File: src/rtl/vga_pkg.sv
// rtl/vga_pkg.sv - frame-buffer geometry, pixel/address types and arbiter states
package vga_pkg;

   localparam int H_RES  = 640;
   localparam int V_RES  = 480;
   localparam int ADDR_W = 19;
   localparam int DATA_W = 12;

   typedef logic [DATA_W-1:0] pixel_t;
   typedef logic [ADDR_W-1:0] vaddr_t;

   typedef enum logic {
      IDLE,
      BURST
   } state_t;

endpackage

File: src/rtl/vram_write_arbiter_if.sv
// rtl/vram_write_arbiter_if.sv - packed pixel-writer request bus shared by all requesters
interface vram_write_arbiter_if
   import vga_pkg::*;
#(
   parameter int N_REQ = 3
);

   logic [N_REQ-1:0]        req_valid;
   logic [N_REQ-1:0]        req_last;
   logic [N_REQ*ADDR_W-1:0] req_addr;
   logic [N_REQ*DATA_W-1:0] req_data;
   logic [N_REQ-1:0]        req_ready;

   modport master (
      output req_valid,
      output req_last,
      output req_addr,
      output req_data,
      input  req_ready
   );

   modport slave (
      input  req_valid,
      input  req_last,
      input  req_addr,
      input  req_data,
      output req_ready
   );

endinterface

File: src/rtl/rr_pick.sv
// rtl/rr_pick.sv - combinational round-robin picker starting the search at a given index
module rr_pick #(
   parameter int N_REQ = 3,
   parameter int IDX_W = 2
) (
   input  logic [N_REQ-1:0] req,
   input  logic [IDX_W-1:0] start,
   output logic [N_REQ-1:0] pick_oh,
   output logic [IDX_W-1:0] pick_idx
);

   always_comb begin
      logic found;
      int   j;
      pick_oh  = '0;
      pick_idx = '0;
      found    = 1'b0;
      j        = 0;
      for (int k = 0; k < N_REQ; k++) begin
         j = int'(start) + k;
         if (j >= N_REQ) j = j - N_REQ;
         if (!found && req[j]) begin
            found      = 1'b1;
            pick_oh[j] = 1'b1;
            pick_idx   = IDX_W'(j);
         end
      end
   end

endmodule

File: src/rtl/vram_write_arbiter.sv
// rtl/vram_write_arbiter.sv - round-robin, burst-locked arbiter for the VRAM write port
module vram_write_arbiter
   import vga_pkg::*;
#(
   parameter int N_REQ       = 3,
   parameter int MAX_BURST   = 64,
   parameter int GATE_VBLANK = 1
) (
   input  logic               CLOCK_50,
   input  logic               RESET_N,
   input  logic               vblank,
   vram_write_arbiter_if.slave bus,
   output logic               mem_we,
   output vaddr_t             mem_addr,
   output pixel_t             mem_data,
   output logic [N_REQ-1:0]   grant,
   output logic               busy,
   output logic               addr_err
);

   localparam int IDX_W = (N_REQ > 1) ? $clog2(N_REQ) : 1;
   localparam int CNT_W = (MAX_BURST > 1) ? $clog2(MAX_BURST) : 1;
   localparam logic [CNT_W-1:0] CNT_LAST  = CNT_W'(MAX_BURST - 1);
   localparam logic [IDX_W-1:0] IDX_LAST  = IDX_W'(N_REQ - 1);
   // One extra bit so a frame that exactly fills the address space still compares correctly.
   localparam logic [ADDR_W:0]  PIX_LIMIT = (ADDR_W + 1)'(H_RES * V_RES);

   state_t             state;
   logic [IDX_W-1:0]   rr;
   logic [IDX_W-1:0]   grant_idx;
   logic [CNT_W-1:0]   beat_cnt;

   logic               allow;
   logic [N_REQ-1:0]   ready;
   logic               hs;
   logic               hs_last;
   logic               in_range;
   vaddr_t             sel_addr;
   pixel_t             sel_data;
   logic [N_REQ-1:0]   pick_oh;
   logic [IDX_W-1:0]   pick_idx;
   logic [IDX_W-1:0]   rr_next;

   rr_pick #(
      .N_REQ (N_REQ),
      .IDX_W (IDX_W)
   ) u_rr_pick (
      .req      (bus.req_valid),
      .start    (rr),
      .pick_oh  (pick_oh),
      .pick_idx (pick_idx)
   );

   // Ready comes only from registered grant so requesters never see a valid->ready loop.
   assign allow         = (GATE_VBLANK == 0) | vblank;
   assign ready         = grant & {N_REQ{allow}};
   assign bus.req_ready = ready;

   assign hs       = |(bus.req_valid & ready);
   assign hs_last  = bus.req_last[grant_idx];
   assign sel_addr = bus.req_addr[grant_idx*ADDR_W +: ADDR_W];
   assign sel_data = bus.req_data[grant_idx*DATA_W +: DATA_W];
   assign in_range = {1'b0, sel_addr} < PIX_LIMIT;
   assign rr_next  = (grant_idx == IDX_LAST) ? '0 : grant_idx + 1'b1;
   assign busy     = (state == BURST);

   always_ff @(posedge CLOCK_50) begin
      if (!RESET_N) begin
         state     <= IDLE;
         grant     <= '0;
         grant_idx <= '0;
         rr        <= '0;
         beat_cnt  <= '0;
         mem_we    <= 1'b0;
         mem_addr  <= '0;
         mem_data  <= '0;
         addr_err  <= 1'b0;
      end else begin
         mem_we <= 1'b0;
         case (state)
            IDLE: begin
               if (|bus.req_valid) begin
                  grant     <= pick_oh;
                  grant_idx <= pick_idx;
                  beat_cnt  <= '0;
                  state     <= BURST;
               end
            end
            BURST: begin
               if (hs) begin
                  // Out-of-range beats are consumed but never reach the RAM.
                  if (in_range) begin
                     mem_we   <= 1'b1;
                     mem_addr <= sel_addr;
                     mem_data <= sel_data;
                  end else begin
                     addr_err <= 1'b1;
                  end
                  if (hs_last || beat_cnt == CNT_LAST) begin
                     state    <= IDLE;
                     grant    <= '0;
                     rr       <= rr_next;
                     beat_cnt <= '0;
                  end else begin
                     beat_cnt <= beat_cnt + 1'b1;
                  end
               end
            end
            default: begin
               state <= IDLE;
               grant <= '0;
            end
         endcase
      end
   end

endmodule

File: src/flat_wrapper.sv
// flat-port wrapper written by rule: the top's interface ports become plain ports
module vram_write_arbiter_flat import vga_pkg::*;
#(
   parameter int N_REQ       = 3,
   parameter int MAX_BURST   = 64,
   parameter int GATE_VBLANK = 1
)
  (CLOCK_50, RESET_N, vblank, mem_we, mem_addr, mem_data, grant, busy, addr_err, bus_req_valid, bus_req_last, bus_req_addr, bus_req_data, bus_req_ready);
  vram_write_arbiter_if #(.N_REQ(N_REQ)) bus_i ();
  input  logic CLOCK_50;
  input  logic RESET_N;
  input  logic vblank;
  output logic mem_we;
  output vaddr_t mem_addr;
  output pixel_t mem_data;
  output logic [N_REQ-1:0] grant;
  output logic busy;
  output logic addr_err;
  input wire logic [$bits(bus_i.req_valid)-1:0] bus_req_valid;
  input wire logic [$bits(bus_i.req_last)-1:0] bus_req_last;
  input wire logic [$bits(bus_i.req_addr)-1:0] bus_req_addr;
  input wire logic [$bits(bus_i.req_data)-1:0] bus_req_data;
  output wire logic [$bits(bus_i.req_ready)-1:0] bus_req_ready;
  assign bus_i.req_valid = bus_req_valid;
  assign bus_i.req_last = bus_req_last;
  assign bus_i.req_addr = bus_req_addr;
  assign bus_i.req_data = bus_req_data;
  assign bus_req_ready = bus_i.req_ready;
  vram_write_arbiter #(.N_REQ(N_REQ), .MAX_BURST(MAX_BURST), .GATE_VBLANK(GATE_VBLANK)) u_core (.CLOCK_50(CLOCK_50), .RESET_N(RESET_N), .vblank(vblank), .bus(bus_i), .mem_we(mem_we), .mem_addr(mem_addr), .mem_data(mem_data), .grant(grant), .busy(busy), .addr_err(addr_err));
endmodule
File: config.mk
export PLATFORM = sky130hd
export DESIGN_NAME = vram_write_arbiter_flat
export DESIGN_NICKNAME = d
export VERILOG_FILES = /design/src/rtl/vga_pkg.sv /design/src/rtl/vram_write_arbiter_if.sv /design/src/rtl/rr_pick.sv /design/src/rtl/vram_write_arbiter.sv /design/src/flat_wrapper.sv
export SDC_FILE = /design/constraint.sdc
export NUM_CORES = 1
export LEC_CHECK = 0
export CORE_MARGIN = 4
export CORE_UTILIZATION = 41
export DETAILED_ROUTE_END_ITERATION = 12
export PLACE_DENSITY_LB_ADDON = 0.12
export SYNTH_ARGS = -nofsm -noshare
export SYNTH_HDL_FRONTEND = slang
export SYNTH_SLANG_ARGS = --single-unit
export TNS_END_PERCENT = 30
File: constraint.sdc
create_clock -name CLOCK_50 -period 2.25 [get_ports CLOCK_50]
set_clock_uncertainty 0.15 [all_clocks]
set_input_delay 0.5625 -clock CLOCK_50 [delete_from_list [all_inputs] [get_ports CLOCK_50]]
set_output_delay 0.5625 -clock CLOCK_50 [all_outputs]
set_load 0.005 [all_outputs]
Word-level counts from Yosys, hierarchy flattened

Cells that the tools add are included.
W data, S select, Z words.

Output and inout bits: 40
Bits in registers: 47
Input port bits: 102
Logic and storage cells: 101

$lt $le $gt $ge: 11
Mux-type cells: 42
Equal/unequal tests: 5
Bitwise logic cells: 6
$add $sub $neg: 7
Shift-type cells: 2
Multiply operators: 2
Reductions and logical operators: 17

Operator list:

| cell                   | number |
|---|---|
| $ge A32 B1 Y1 const B  | 3 |
| $lt A32 B4 Y1 const B  | 3 |
| $mux W32               | 3 |
| $shiftx A57 B8 Y19     | 1 |
| $shiftx A36 B7 Y12     | 1 |
| $lt A19 B19 Y1 const B | 1 |
| $mux W3                | 6 |
| $mux W6                | 3 |
| $mux W1                | 16 |
| $reduce_and A3 Y1      | 5 |
| $pmux W6 S2            | 1 |
| $bmux W1 S2            | 4 |
| $mux W2                | 4 |
| $sub A3 B2 Y4 const B  | 2 |
| $mul A2 B5 Y7 const B  | 1 |
| $add A6 B1 Y6 const B  | 1 |
| $and A3 B3 Y3          | 2 |
| $demux W1 S2           | 3 |
| $eq A6 B6 Y1 const B   | 1 |
| $ge A3 B2 Y1 const B   | 2 |
| $or A3 B3 Y3           | 2 |
| $pmux W3 S2            | 1 |
| $reduce_or A3 Y1       | 2 |
| $logic_and A1 B1 Y1    | 5 |
| 15 further kinds       | 19 |

Longest topological paths before layout

Gate-level depths: netlist (run 1).

Word-level depth: 14
Depth in mapped cells: 8
Mapped depth without buffers: 7

By module

Synthesis (run 1) repeated with hierarchy kept, for this count alone.

Cell total of the unflattened synthesis: 365
Area total of the unflattened synthesis: 2,950.3 µm²

Modules (own cells, without submodules):

| module             | sequential area each (µm²) | area an instance (µm²) | cells an instance | times used |
|---|---|---|---|---|
| vram_write_arbiter | 940.9                      | 2,617.5                | 313               | 1 |
| rr_pick            | 0.0                        | 332.8                  | 52                | 1 |

Worst setup path after synthesis (run 1)

Ideal clock, no wire load.

Path type: input to register
Start: in bus_req_valid[1]
End: reg u_core.mem_addr[10]
Arrival time: 1,735 ps
Path buffers: 2
Setup slack: 293 ps
Stages on the path: 6
Data required time: 2,028 ps
Library setup time: 72 ps
Path through: buf_2 > a222oi_1 > nor2_2 > o221ai_2 > buf_6 > mux2i_1

Word-level cells in the longest chain between the ends: 3

RTL lines:

| what                               | RTL line                 | RTL |
|---|---|---|
| start, declared                    | flat_wrapper.sv:19       | `input wire logic [$bits(bus_i.req_valid)-1:0] bus_req_valid;` |
| $and A3 B3 Y3                      | vram_write_arbiter.sv:59 | `assign hs = \|(bus.req_valid & ready);` |
| $reduce_or A3 Y1                   | vram_write_arbiter.sv:59 |  |
| $reduce_and A3 Y1 (no source line) | -                        |  |
| end signal, assigned               | vram_write_arbiter.sv:94 | `mem_addr <= sel_addr;` |
| end, declared                      | vram_write_arbiter.sv:14 | `output vaddr_t mem_addr,` |

Every way passes these cells.
A chain may end at the register's enable or synchronous reset.

Worst setup path after layout (run 1)

Start: in vblank
End: out bus_req_ready[1]

Word-level cells in the longest chain between the ends: 1

RTL lines:

| what            | RTL line                 | RTL |
|---|---|---|
| start, declared | flat_wrapper.sv:12       | `input logic vblank;` |
| $and A3 B3 Y3   | vram_write_arbiter.sv:56 | `assign ready = grant & {N_REQ{allow}};` |
| end, declared   | flat_wrapper.sv:23       | `output wire logic [$bits(bus_i.req_ready)-1:0] bus_req_ready;` |

Every way passes these cells.

==> impl_metrics.csv, run 1 <==
group,metric,value,unit
clock_tree,clk_pin_slew,0.10,ns
layout,fin_cells,613,
routing,wl_met1,3790,microns
floorplan,std_cell_rows,30,
hold_path,holdPathEnd,"u_core.mem_addr[6]",
critical_path,cp_data_required_time,1.54,ns
floorplan,die_h,93.0,microns
timing,setup_violations,0,
timing,setup_tns,0,ns
power,p_leak,1.88,nW
critical_path,cp-start-kind,"primary input",
layout,mostFrequentLayoutCell,"clkdlybuf4s50_1",
global_routing,grt_start_max_net_pins,66,
synthesis,ys_async_sr_fraction,0,%
synthesis,ys_ff_latch,47,
placement,place_congestion,0.873,
critical_path,end_kind,"output pin",
clock_tree,h-tree-depth,2,
synthesis,yosysSeqAreaShare,31.8,%
clock_tree,root_buffer,"clkbuf_8",
critical_path,worst_r2r_startpoint,"u_core.grant_idx[0]",
layout,final_cell_mix,"139 x clkdlybuf4s50_1, 91 x nand2_1, 66 x mux2i_1",
synthesis,yosysUniqueCellTypes,50,
clock_tree,cts.sinks,47,
timing,worstMarginPinSlew,0.403,ns
hold_path,hold_start,"u_core.mem_addr[6]",
layout,drive_gt1_share,10.4,%
placement,dp_slack,-0.204,ns
floorplan,dieArea,8640,sq um
synthesis,synth_area,2960,sq um
synthesis,synth_flop_cell,"dfxtp_1",
routing,num_vias,3110,
timing,hold_violations,0,
routing,drtAntennaViolNets,0,
routing,wl_per_cell,14.5,microns
routing,dr_wl_met3,558,microns
clock_tree,cts_setup_buffers,0,
synthesis,syn_area_per_cell,8.13,sq um
global_routing,track_usage,20.0,%
routing,first_iter_violations,143,
power,vdd_drop_max,0.000300,V
routing,drtPass1Iterations,7,
floorplan,chipWidth,93.0,microns
timing,slew_headroom,73.1,%
critical_path,reg2reg_slack,0.15,ns
placement,dp.cells,605,
layout,antenna_cells,0,
timing,rsz0062_at_grt,"false",
critical_path,timing.rr.end,"u_core.beat_cnt[4]",
job,cap_violations,0,
floorplan,initial_core_util,42.9,%
floorplan,core,6910,sq um
synthesis,syn_nets,471,
layout,fin_nets,623,
hold_path,hold_path_class,"register to register",
timing,worst_slack,0.109,ns
layout,ff_latch_area,942,sq um
run_status,status,"finished, final reports clean",
synthesis,synth_top_family_by_area,"multiplexers",
hold_path,hold_depth,2,
timing,period_minus_slack,2.14,ns
layout,fill_cells,631,
synthesis,synthAdderAreaFrac,2.11,%
synthesis,synth-edff-count,0,
critical_path,arrival,1.43,ns
timing,post-route-period-util,95.1,%
critical_path,reg2regPathDepth,6,
timing,finalMaxSlewViolations,0,
global_routing,antenna_found_initial,0,
clock_tree,insertion_delay,0.30,ns
synthesis,ys_warn_count,0,
critical_path,crit_path_max_fanout,4,
clock_tree,cts_tree,"done",
synthesis,synth_xor_area_share,0,%
clock_tree,clock_path_buffers,2,
global_routing,grt-ovfl-total,0,
synthesis,synth-compound-area-share,16.6,%
synthesis,synthMuxAreaShare,22.7,%
timing,fmax,467,MHz
critical_path,crit_type,"primary input to output pin",
synthesis,synthCells,364,
routing,vias_per_cell,5.07,
clock_tree,cts_hold_buffers,0,
global_routing,grt_pass1_vias,3017,
routing,route.detailed.drc,0,
routing,met2_length,4430,microns
global_routing,grt_pass1_wl,14300,microns
placement,hpwl,6930,microns
power,p_per_area,436,nW/um^2
routing,top_layer_used,"met4",
layout,syn_to_final_growth,59.6,%
layout,multi_input_area,1840,sq um
placement,portBuffers,141,
synthesis,synth-simple-area-share,20.2,%
routing,drt-total-wl,8860,microns
floorplan,io_pins,142,
clock_tree,cts_buffers,5,
==> power by group <==
part / switching (mW) / internal [mW] / leakage (nW) / total [mW]
Sequential: 0.0191 / 0.849 / 0.380 / 0.868
Clock: 0.303 / 0.335 / 0.0548 / 0.638
Combinational: 0.223 / 0.330 / 1.44 / 0.553
Total: 0.545 / 1.51 / 1.88 / 2.06
==> metal layers <==
| metal | vias up | global-route usage, % |
|---|---|---|
| met5 | - | 0 |
| met2 | 96 | 35.4 |
| li1 | 1579 | - |
| met1 | 1427 | 24.7 |
| met4 | 0 | 4.52 |
| met3 | 8 | 4.42 |
==> worst max-delay path, stage by stage <==
cell             delay, ns
dlygate4sd2_1         0.24
and2_1                0.13
clkdlybuf4s50_1       0.50
==> area by class of cell <==
type / count / share of cell area (%)
Multi-Input combinational cell: 280 / 38.9
Clock buffer: 5 / 1.46
Tap cell: 96 / 2.54
Timing Repair Buffer: 171 / 35.3
Inverter: 11 / 0.874
Clock inverter: 3 / 0.980
Sequential cell: 47 / 19.9
==> synthesized netlist by cell type (5+ instances only) <==
cell type / count / area share, %
and2_1: 5 / 1.1
inv_1: 11 / 1.4
nand2_1: 91 / 12
nand3_1: 7 / 1.2
buf_6: 7 / 2.7
clkbuf_1: 15 / 1.9
o21ai_0: 32 / 5.4
a21oi_1: 9 / 1.5
ha_1: 5 / 2.1
mux2i_1: 66 / 22
dfxtp_1: 47 / 32
nor2_1: 10 / 1.3
==> kinds of logic (layout without fill, tap and decap cells) <==
group                    after synthesis  after routing
flip-flops                            47             47
buffers and inverters                 37            190
multiplexers                          67             67
adder cells (fa/ha/maj)                5              5
AND/OR/NAND/NOR                      135            135
AO/OA/AOI/OAI                         73             73
==> what timing repair did <==
action,CTS,global route
resized for setup,1,1
setup endpoints to repair,3,3
pin swaps,0,1
==> through the flow <==
step | area, sq um | power [mW] | utilization [%] | hold WS (ns)
6_report | 4730 | 2.06 | 68.4 | 0.314
5_1_grt | 4730 | 2.15 | 68.4 | 0.335
4_1_cts | 4720 | 2.08 | 68.4 | 0.316
3_5_place_dp | 4610 | 1.44 | 66.7 | 0.300
3_3_place_gp | 4610 | 1.43 | 66.7 | 0.293
2_1_floorplan | 2960 | 1.13 | - | 0.286
==> worst max-delay path by stage <==
stage / start / end / slack (ns) / cells past startpoint
2_1_floorplan: bus_req_valid[1] / u_core.mem_addr[10] / 0.29 / 6
3_3_place_gp: bus_req_valid[1] / u_core.rr[0] / -0.19 / 8
3_5_place_dp: bus_req_valid[1] / u_core.mem_addr[15] / -0.20 / 7
4_1_cts: vblank / bus_req_ready[1] / 0.09 / 3
5_1_grt: bus_req_valid[1] / u_core.grant[2] / 0.007 / 7
6_report: vblank / bus_req_ready[1] / 0.11 / 3
==> state kept, by name (all words and copies together) (netlist names) <==
register,cells
u_core.mem_data,12
u_core.mem_we,1
u_core.busy,1
u_core.grant,3
u_core.addr_err,1
u_core.grant_idx,2
u_core.rr,2
u_core.mem_addr,19
u_core.beat_cnt,6
(Power assumes the default switching activity.)
==> run 2, diff against run 1 <==
- CELL_PAD_IN_SITES_DETAIL_PLACEMENT: not set -> 0
- CELL_PAD_IN_SITES_GLOBAL_PLACEMENT: not set -> 1
- CORE_UTILIZATION: 41 -> 29
- RECOVER_POWER: not set -> 50
==> run 2 against run 1 <==
Core utilization fell by 21 points. Register-to-register slack better by 0.09 ns. Final cell count increased by 5.7%. Power decreased by 6.6%. Sequential cell count unchanged. Combinational power down 3%.
==> impl_metrics.csv, run 2 (same netlist as run 1, synthesis figures left out) <==
group,metric,value,unit
timing,slew_headroom,68.2,%
critical_path,cp-start-kind,"primary input",
critical_path,arrival,1.43,ns
placement,dp_slack,-0.203,ns
layout,fin_util,47.7,%
placement,place_congestion,0.776,
clock_tree,cts_buffers,5,
routing,num_vias,2998,
timing,rsz0062_at_grt,"false",
layout,fin_cells,648,
routing,drt-total-wl,8970,microns
layout,syn_to_final_growth,58.9,%
clock_tree,cts_tree,"done",
clock_tree,clk_pin_slew,0.08,ns
placement,place_area,4620,sq um
global_routing,grt_start_max_net_pins,51,
timing,finalMaxSlewViolations,0,
routing,drtPass1Iterations,4,
layout,largest_reg_flops,19,
global_routing,grt_pass1_wl,13900,microns
layout,fill_cells,966,
global_routing,grt_use_met1,18.0,%
global_routing,antenna_found_initial,0,
critical_path,cp_slowest_stage_delay,0.50,ns
timing,hold_violations,0,
clock_tree,cts_hold_buffers,0,
power,power_switching,517,uW
critical_path,crit_path_max_fanout,4,
timing,worst_slack,0.109,ns
job,cap_violations,0,
clock_tree,root_buffer,"clkbuf_8",
floorplan,dieArea,11900,sq um
timing,setup_violations,0,
layout,largest_register,"u_core.mem_addr",
timing,setup_tns,0,ns
layout,antenna_cells,0,
hold_path,hold_path_class,"register to register",
critical_path,path_cells,"dlygate4sd2_1, and2_1, clkdlybuf4s50_1",
power,p_per_area,409,nW/um^2
timing,fmax,467,MHz
power,switching_share,26.9,%
timing,period_minus_slack,2.14,ns
critical_path,crit_type,"primary input to output pin",
global_routing,grt-ovfl-total,0,
placement,hpwl,7080,microns
run_status,status,"finished, final reports clean",
layout,drive_gt1_share,10.1,%
global_routing,grt_pass1_vias,2844,
power,p_seq_share,44.9,%
global_routing,met2_usage,24.7,%
floorplan,chipWidth,109,microns
routing,wl_per_cell,13.8,microns
placement,dp.cells,641,
floorplan,die_h,109,microns
timing,worstMarginPinSlew,0.477,ns
placement,portBuffers,141,
timing,post-route-period-util,95.1,%
clock_tree,clock_path_buffers,2,
layout,mostFrequentLayoutCell,"clkdlybuf4s50_1",
layout,final_cell_area,4700,sq um
critical_path,cp_slowest_cell,"clkdlybuf4s50_1",
power,pwr-share-clk,27.2,%
power,combPwrFrac,27.9,%
layout,final_cell_mix,"102 x clkdlybuf4s50_1, 91 x nand2_1, 66 x mux2i_1",
routing,drtAntennaViolNets,0,
global_routing,track_usage,14.6,%
routing,route.detailed.drc,0,
floorplan,io_pins,142,
floorplan,core,9860,sq um
routing,first_iter_violations,77,
layout,top_regs,"u_core.mem_addr (19), u_core.mem_data (12), u_core.beat_cnt (6)",
critical_path,end_kind,"output pin",
layout,ff_latch_area,942,sq um
global_routing,top_usage_layer,"met2",
routing,vias_per_cell,4.63,
floorplan,std_cell_rows,36,
power,vdd_drop_max,0.000237,V
clock_tree,insertion_delay,0.30,ns
clock_tree,h-tree-depth,2,
clock_tree,cts.sinks,47,
power,p_leak,1.98,nW
layout,multi_input_area,1840,sq um
floorplan,initial_core_util,30.0,%
critical_path,cp_data_required_time,1.54,ns
power,intPower,1.41,mW
layout,fin_nets,622,
global_routing,met3_usage,4.91,%
[run 2: layout make-up]
class / instances / share of cell area, %
repair buffers: 170 / 34.7
flip-flops and latches: 47 / 20.0
clock inverters: 1 / 0.106
multi-input cells: 280 / 39.0
well taps: 133 / 3.54
clock buffers: 6 / 1.76
inverters: 11 / 0.878
[run 2: metal layers]
layer  part of all wire [%]  wire, microns  vias up
li1                       -              -     1562
met4                   0.82             74        0
met3                    9.7            872        6
met1                     43           3900     1338
met5                      0              0        -
met2                     46           4130       92
[run 2: path summary, 6_finish.rpt]
path                       startpoint                  end  slack (ns)  cells after the start
setup / recovery               vblank     bus_req_ready[2]        0.11                      3
hold / removal    u_core.mem_addr[17]  u_core.mem_addr[17]        0.31                      2
setup reg to reg         u_core.rr[0]      u_core.grant[1]        0.24                      6
hold reg to reg   u_core.mem_addr[17]  u_core.mem_addr[17]        0.31                      2
[run 2: power groups by stage]
| stage | clock [mW] | combinational (mW) | sequential, mW |
|---|---|---|---|
| 2_1_floorplan | 0 | 0.247 | 0.880 |
| 4_1_cts | 0.548 | 0.551 | 0.865 |
| 6_report | 0.522 | 0.537 | 0.864 |
| 3_5_place_dp | 0 | 0.550 | 0.885 |
| 3_3_place_gp | 0 | 0.546 | 0.884 |
| 5_1_grt | 0.575 | 0.587 | 0.868 |
[run 2: metrics by stage]
step	total power [mW]	hold WS, ns
global placement	1.43	0.293
detailed placement	1.43	0.306
finish	1.92	0.310
global route	2.03	0.336
CTS	1.96	0.319
floorplan	1.13	0.286
[run 2: critical path, delay by kind of cell]
family	cells	cell delay (ns)
buffers and inverters	2	0.74
AND/OR/NAND/NOR	1	0.13
[run 2: what timing repair did]
action,in CTS,in global routing
resized for setup,2,1
cloned,0,0
setup endpoints to repair,3,1
buffers inserted,0,0
